===== src/rtl/imm_pkg.sv =====
// imm_pkg: shared format codes, buffer state and entry types for the immediate packer
package imm_pkg;

    localparam logic [1:0] ITY = 2'b00;
    localparam logic [1:0] STY = 2'b01;
    localparam logic [1:0] BTY = 2'b10;
    localparam logic [1:0] JTY = 2'b11;

    typedef enum logic [1:0] {
        EMPTY = 2'd0,
        ONE   = 2'd1,
        FULL  = 2'd2
    } buf_state_t;

    typedef struct packed {
        logic [31:0] instr;
        logic        err;
    } entry_t;

    // True when v[31:n] are all equal, i.e. v is a sign extension of its low n+1 bits
    function automatic logic fits(input logic [31:0] v, input int n);
        logic signed [31:0] s;
        s = $signed(v) >>> n;
        return (s == '0) || (s == '1);
    endfunction

endpackage


===== src/rtl/imm_enc.sv =====
// imm_enc: scatters an immediate into the I/S/B/J bit positions of a base instruction
module imm_enc
    import imm_pkg::*;
(
    input  logic [31:0] i_imm,
    input  logic [1:0]  i_scr,
    input  logic [31:0] i_base,
    output logic [31:0] o_instr,
    output logic        o_err
);

    // Place immediate bits per format and flag values the format cannot hold
    always_comb begin
        o_instr = i_base;
        o_err   = 1'b0;
        case (i_scr)
            ITY: begin
                o_instr = {i_imm[11:0], i_base[19:0]};
                o_err   = !fits(i_imm, 11);
            end
            STY: begin
                o_instr = {i_imm[11:5], i_base[24:12], i_imm[4:0], i_base[6:0]};
                o_err   = !fits(i_imm, 11);
            end
            BTY: begin
                o_instr = {i_imm[12], i_imm[10:5], i_base[24:12], i_imm[4:1], i_imm[11], i_base[6:0]};
                o_err   = !fits(i_imm, 12) | i_imm[0];
            end
            JTY: begin
                o_instr = {i_imm[20], i_imm[10:1], i_imm[11], i_imm[19:12], i_base[11:0]};
                o_err   = !fits(i_imm, 20) | i_imm[0];
            end
            default: ;
        endcase
    end

endmodule


===== src/rtl/imm_pack.sv =====
// imm_pack: immediate encoder feeding a two-entry valid/ready output buffer with outcome counters
module imm_pack
    import imm_pkg::*;
#(
    parameter int CNT_W = 16
) (
    input  logic             CLK,
    input  logic             RST,
    input  logic             IN_VALID,
    output logic             IN_READY,
    input  logic [31:0]      IMM,
    input  logic [1:0]       IMMSCR,
    input  logic [31:0]      BASE,
    output logic             OUT_VALID,
    input  logic             OUT_READY,
    output logic [31:0]      INSTR,
    output logic             ERR,
    output logic [CNT_W-1:0] ENC_CNT,
    output logic [CNT_W-1:0] ERR_CNT
);

    buf_state_t       r_state;
    entry_t           r_mem [2];
    logic             r_head;
    logic [CNT_W-1:0] r_enc_cnt;
    logic [CNT_W-1:0] r_err_cnt;

    logic [31:0] w_enc_instr;
    logic        w_enc_err;
    entry_t      w_new;
    entry_t      w_head;
    logic        w_push;
    logic        w_pop;
    logic        w_wr_idx;

    imm_enc u_enc (
        .i_imm   (IMM),
        .i_scr   (IMMSCR),
        .i_base  (BASE),
        .o_instr (w_enc_instr),
        .o_err   (w_enc_err)
    );

    assign w_new     = '{instr: w_enc_instr, err: w_enc_err};
    assign w_head    = r_mem[r_head];
    assign IN_READY  = (r_state != FULL) & ~RST;
    assign OUT_VALID = (r_state != EMPTY);
    assign w_push    = IN_VALID & IN_READY;
    assign w_pop     = OUT_VALID & OUT_READY;
    // In ONE the free slot is the one behind the head; otherwise the head slot itself is free
    assign w_wr_idx  = r_head ^ (r_state == ONE);
    assign INSTR     = OUT_VALID ? w_head.instr : '0;
    assign ERR       = OUT_VALID & w_head.err;
    assign ENC_CNT   = r_enc_cnt;
    assign ERR_CNT   = r_err_cnt;

    // Reset-free storage: write the encoded word into the free slot, advance head on pop
    always_ff @(posedge CLK) begin
        if (w_push)
            r_mem[w_wr_idx] <= w_new;
        if (w_pop)
            r_head <= ~r_head;
    end

    // Occupancy FSM and saturating delivered/error counters
    always_ff @(posedge CLK) begin
        if (RST) begin
            r_state   <= EMPTY;
            r_enc_cnt <= '0;
            r_err_cnt <= '0;
        end else begin
            case (r_state)
                EMPTY:   r_state <= w_push ? ONE : EMPTY;
                ONE:     r_state <= (w_push & ~w_pop) ? FULL : (w_pop & ~w_push) ? EMPTY : ONE;
                FULL:    r_state <= w_pop ? ONE : FULL;
                default: r_state <= EMPTY;
            endcase
            if (w_pop & ~w_head.err & ~&r_enc_cnt)
                r_enc_cnt <= r_enc_cnt + CNT_W'(1);
            if (w_pop & w_head.err & ~&r_err_cnt)
                r_err_cnt <= r_err_cnt + CNT_W'(1);
        end
    end

endmodule

===== config.mk =====
export PLATFORM = sky130hd
export DESIGN_NAME = imm_pack
export DESIGN_NICKNAME = d
export VERILOG_FILES = /design/src/rtl/imm_pkg.sv /design/src/rtl/imm_enc.sv /design/src/rtl/imm_pack.sv
export SDC_FILE = /design/constraint.sdc
export NUM_CORES = 1
export LEC_CHECK = 0
export ABC_AREA = 0
export BUFFER_PORTS_ARGS = -buffer_cell sky130_fd_sc_hd__buf_2
export CELL_PAD_IN_SITES_DETAIL_PLACEMENT = 2
export CELL_PAD_IN_SITES_GLOBAL_PLACEMENT = 2
export CORE_MARGIN = 1
export CORE_UTILIZATION = 35
export CTS_CLUSTER_DIAMETER = 150
export DETAILED_ROUTE_END_ITERATION = 8
export GPL_ROUTABILITY_DRIVEN = 0
export GPL_TIMING_DRIVEN = 1
export PLACE_DENSITY_LB_ADDON = 0.1
export SYNTH_ARGS = -nofsm -noshare
export SYNTH_HDL_FRONTEND = slang
export SYNTH_SLANG_ARGS = --single-unit

===== constraint.sdc =====
create_clock -name CLK -period 8.6 [get_ports CLK]
set_clock_uncertainty 0.1 [all_clocks]
set_input_delay 0.43 -clock CLK [delete_from_list [all_inputs] [get_ports CLK]]
set_output_delay 0.43 -clock CLK [all_outputs]
set_load 0.02 [all_outputs]

== After elaboration in Yosys (flattened, before gate mapping) ==
Memory sizes are Yosys's and may differ from the RTL's. A register that Yosys moved wholly into a read port is not among the register bits.
Index checks and enable logic that the tools add are counted.

* Add/sub/neg operators: 2
* Eq/ne operators: 9
* Muxes and demuxes: 11
* Bitwise operators: 18
* Reduce and logical (&&, ||, !) cells: 17

{| class="wikitable"
|+ Operators by type and width
! operator !! count
|-
| 32-bit one-hot mux with 4 select lines || 1
|-
| 32-bit equality test, second input constant || 3
|-
| 32-bit zero test || 3
|-
| 16-bit by 1-bit adder with 16-bit output, second input constant || 2
|-
| 32-bit 2-to-1 mux || 1
|-
| 16-bit AND reduction || 2
|-
| 1-bit AND || 10
|-
| 2-bit equality test, second input constant || 3
|-
| 2-bit one-hot mux with 3 select lines || 1
|-
| 1-bit zero test || 5
|-
| 1-bit 2-to-1 mux || 5
|-
| 1-bit NOT || 5
|-
| 2-bit by 1-bit equality test with 1-bit output, second input constant || 2
|-
| 2-bit zero test || 2
|-
| 2-bit 2-to-1 mux || 2
|-
| 1-bit logical OR || 3
|-
| 1-bit one-hot mux with 3 select lines || 1
|-
| 2-bit inequality test, second input constant || 1
|-
| 1-bit OR || 2
|-
| 2-bit nonzero test || 1
|-
| 2-bit OR reduction || 1
|-
| 1-bit bitwise XOR || 1
|}

* Register bits: 35
* RAM bits: 66
* Input port bits: 70
* Output and inout port bits: 67
* Memories kept: 1

{| class="wikitable"
|+ Memories
! name !! words !! bits a word !! rd ports !! clocked after Yosys merged registers in !! wr ports !! RTL line !! RTL
|-
| r_mem || 2 || 33 || 1 || 1 || 1 || imm_pack.sv:23 || <nowiki>entry_t r_mem [2];</nowiki>
|}

== Depth between registers and ports, before layout ==
* Word-level depth: 8
* Depth in mapped cells: 8

== Cells and area by module ==
From an unflattened synthesis, not the netlist that was laid out.

* Cell total of the unflattened synthesis: 433
* Area total of the unflattened synthesis: 4979.8 um^2

{| class="wikitable"
|+ Modules (own cells, without submodules)
! module !! times used !! cells an instance !! area an instance (um^2) !! seq. area each (um^2)
|-
| imm_pack || 1 || 369 || 4461.8 || 2712.6
|-
| imm_enc || 1 || 64 || 518.0 || 0.0
|}

== Worst setup path after synthesis ==
No wires, ideal clock.

* Path type: input to register
* Start point: input RST
* End point: memory r_mem[1][0] (netlist bit), enable pin
* Setup time: 427 ps
* Arrival time: 2690 ps
* Slack: 5383 ps
* Cell stages on the path: 4
* Cells stage by stage: clkbuf_1 nor2_1 and2_1 nor2b_1

* Cells in the longest elaborated chain, start to end: 5

{| class="wikitable"
|+ RTL lines
! element !! RTL line !! RTL
|-
| start, declared || imm_pack.sv:8 || <nowiki>input logic RST,</nowiki>
|-
| 1-bit NOT || imm_pack.sv:46 || <nowiki>assign IN_READY = (r_state != FULL) & ~RST;</nowiki>
|-
| 1-bit AND || imm_pack.sv:46 ||
|-
| net IN_READY || imm_pack.sv:10 || <nowiki>output logic IN_READY,</nowiki>
|-
| 1-bit AND || imm_pack.sv:48 || <nowiki>assign w_push = IN_VALID & IN_READY;</nowiki>
|-
| 1-bit 2-to-1 mux || imm_pack.sv:59 || <nowiki>if (w_push)</nowiki>
|-
| 1-bit 2-to-1 mux (implied by the code) || imm_pack.sv:60 || <nowiki>r_mem[w_wr_idx] <= w_new;</nowiki>
|-
| end, declared || imm_pack.sv:23 ||
|}

The timed path passes the listed nets, and every way through them passes these cells.

==> summary.txt <==
Leak: 2.327 nW
Worst IR drop on VDD: 0.0001275 V
Power per standard cell area: 186.5 nW/um2
Instance count after placement with tap cells included: 709
Number of setup violations in the final report: 0
1st-iter DRT viols: 123
Multi-input gate area: 1998 um2
Hold-critical path depth: 1
Sinks on Clock Net: 102
Final cell count without fillers: 725
Net total in the final layout: 617
Placement row count: 42
TNS Setup: 0 ns
DP Worst Slack: 5.675 ns
Total global routing track utilization: 18.95%
Layout cells sized above 1: 32.97%
Final Routed Wirelength: 12.82 mm
Launching element type of the critical path: flip-flop
Number of port buffers: 129
Synth async-reset ratio: 0%
Post-synthesis instance area: 4800 um2
CTS Hold Bufs: 0
Kind of critical path: flip-flop to flip-flop
Max-cap violations: 0
Crit end category: flip-flop
Leading register cell type out of synthesis: sky130_fd_sc_hd__edfxtp_1
Delay of the slowest cell on the worst path: 1.04 ns
Combinational share of power: 11.5%
# Post-CTS Setup Buffers: 0
Internal Pwr Total: 0.0008226 W
Remaining routing DRC violations: 0
Inserted Clock Buffers: 9
Effective utilization at floorplan: 36.10%
Cell variety after synth: 45
Worst Reg2Reg Path Length in Cells: 4
Max-slew violation count: 0
TritonRoute pass-1 iters: 4
Cells after synthesis: 419
Mean Syn Cell Area: 11.45 um2
Cells along the critical path: mux2i_1 > nand4_1 > nor4bb_1 > mux2_2
Vias in the first global route: 4157
Post-detailed-placement half-perimeter wirelength: 9.175 mm
Root buf cell: sky130_fd_sc_hd__clkbuf_16
Antenna violations before repair: 0
Vias per Instance: 5.303
Routed Antenna Nets: 0
Number of I/O pins: 137
Clock Path Buffers: 2
Worst path required time: 8.75 ns
Result of the run: completed
Wire length of the first global-routing pass: 20.83 mm
Psw: 0.0002839 W
H-Tree Depth: 3
Number of storage elements in the synthesis netlist: 102
Number of inserted filler cells in the final layout: 1397
Hold WC Path Type: input port to flip-flop
Final worst setup slack: 5.706 ns
Period utilisation layout: 33.65%
Switching portion of total power: 25.66%
RSZ-0062 raised after global routing: no
Proportion of power drawn by the clock network: 38.1%
Antenna cells: 0
Area Growth Syn to Fin: 23.64%
Number of instances resized during post-cts repair: 0
Sequential cell area in the final layout: 2714 um2
Die Span Y: 119.1 um
Hold violation count in the final report: 0
Time the final worst path needs with I/O delays and setup: 2.894 ns
Post-synthesis net count: 492
Endpoint, Worst Hold: r_mem[1][7]
Max FO, Critical Path: 34
Clock tree from TritonCTS: built
Number of flops mapped to enable cells by yosys: 67
Fraction of the yosys area taken by sequential cells: 56.52%
Detailed-route via count: 3845
Worst slew margin: 16.66%
Clock insertion delay at the later pin of the skew report: 0.35 ns
Std-Cell Core Area: 13300 um2
Average wire per standard cell: 17.68 um
Transition at the pin with the smallest max-transition slack: 1.239 ns
FF-to-FF setup slack: 5.71 ns
Arrival time of data at the critical path endpoint: 3.04 ns
Clock transition at path regs: 0.07 ns
Largest net degree at the start of global routing: 47
Total number of yosys warnings: 0
Area of the die: 14190 um2
Fmax: 345.5 MHz
Hold path start: BASE[6]
End of the worst register-to-register path: ENC_CNT[15]
Remaining Overflow, GRT: 0
Slowest-stage cell, CP: sky130_fd_sc_hd__dfxtp_2
Chip width: 119.1 um
Sequential Power Share: 50.4%
## power groups by stage
stage / Combinational, W / Sequential (W) / Clock (W)
after floorplan: 0.0000848 / 0.000559 / 0
after global placement: 0.000124 / 0.000568 / 0
after detailed placement: 0.000130 / 0.000569 / 0
after CTS: 0.000130 / 0.000558 / 0.000436
after global routing: 0.000139 / 0.000560 / 0.000448
final: 0.000127 / 0.000558 / 0.000422
## kinds of logic (layout without fill, tap and decap cells)
kind of cell    Yosys count  after routing  share of synthesized area, %
simple gates            162            162                         18.43
flops                   102            102                         56.52
mux                      63             63                         13.92
compound gates           59             59                         7.534
buf+inv                  27            157                         2.268
fa+ha+maj                 3              3                        0.7821
xor+xnor                  3              3                        0.5475
## worst max-delay path, delay by kind of cell, from the launching register on
kind	cells	cell delay, ns
DFF	1	1.04
and+or+nand+nor	2	0.78
muxes	2	0.83
## final cells by class
| class | instances | share of cell area (%) |
|---|---|---|
| timing repair buffer | 131 | 11.13 |
| multi-input combinational | 290 | 33.67 |
| clock buffer | 9 | 3.795 |
| tap | 176 | 3.711 |
| clock inverter | 7 | 1.328 |
| inverter | 10 | 0.6325 |
| sequential | 102 | 45.73 |
## stage by stage
step	instance area [um2]	hold WS, ns	power (W)	utilization, %
finish	5934	0.1599	0.001107	44.64
global route	5934	0.1479	0.001147	44.64
CTS	5926	0.1447	0.001124	44.57
detailed placement	5622	0.4108	0.0006990	42.28
global placement	5622	0.3838	0.0006918	42.28
floorplan	4800	0.4289	0.0006434	-
## state kept, by name, indices dropped and copies added (netlist names), named ones only
| name | flops |
|---|---|
| ERR_CNT | 16 |
| r_head | 1 |
| ENC_CNT | 16 |
| r_state | 2 |
| r_mem | 66 |
## how the worst max path moves through the flow
stage / startpoint / cells after the start / slack, ns / end
2_1_floorplan: RST / 4 / 5.38 / r_mem[1][0]
6_report: flip-flop / 4 / 5.71 / ENC_CNT[15]
3_3_place_gp: flip-flop / 4 / 5.66 / ENC_CNT[14]
5_1_grt: flip-flop / 4 / 5.49 / ENC_CNT[15]
3_5_place_dp: flip-flop / 4 / 5.68 / ENC_CNT[15]
4_1_cts: flip-flop / 4 / 5.65 / ENC_CNT[15]
## metal layers
layer / share of wire [%] / wire length [um] / GRT usage (%) / vias to the layer above
met5: 0 / 0 / 0 / -
met3: 5.6 / 716 / 5.987 / 10
met1: 41 / 5270 / 20.87 / 1896
met4: 1.2 / 159 / 6.013 / 0
met2: 52 / 6670 / 34.34 / 85
li1: - / - / - / 1854
## synth_stat cells, types with 14 or more instances
| library cell | number | area share [%] |
|---|---|---|
| sky130_fd_sc_hd__nor4_1 | 17 | 2.2 |
| sky130_fd_sc_hd__mux2i_1 | 36 | 7.5 |
| sky130_fd_sc_hd__nor2_1 | 51 | 4.0 |
| sky130_fd_sc_hd__dfxtp_1 | 35 | 15 |
| sky130_fd_sc_hd__nor2b_1 | 15 | 2.0 |
| sky130_fd_sc_hd__edfxtp_1 | 67 | 42 |
| sky130_fd_sc_hd__mux2_2 | 26 | 6.1 |
| sky130_fd_sc_hd__nand4_1 | 15 | 2.0 |
| sky130_fd_sc_hd__clkbuf_1 | 14 | 1.1 |
| sky130_fd_sc_hd__a21oi_1 | 23 | 2.4 |
| sky130_fd_sc_hd__nand3_1 | 14 | 1.5 |
## cell usage in the layout (no fill, tap or decap), drive strengths merged, types with 2 or more instances in the layout
cell,n
dfxtp,35
or4,13
o21bai,2
nor4,18
xnor2,2
nor2b,15
nand4,15
mux2i,36
inv,12
o31ai,12
o211ai,2
clkinv,3
nand3,14
nand2,12
nor2,51
nor3,4
mux2,27
a21oi,23
o21ai,13
buf,131
clkbuf,9
edfxtp,67
or3,7
and4,5
and3,2
ha,3
No activity file was read; power rests on OpenSTA's default activity.
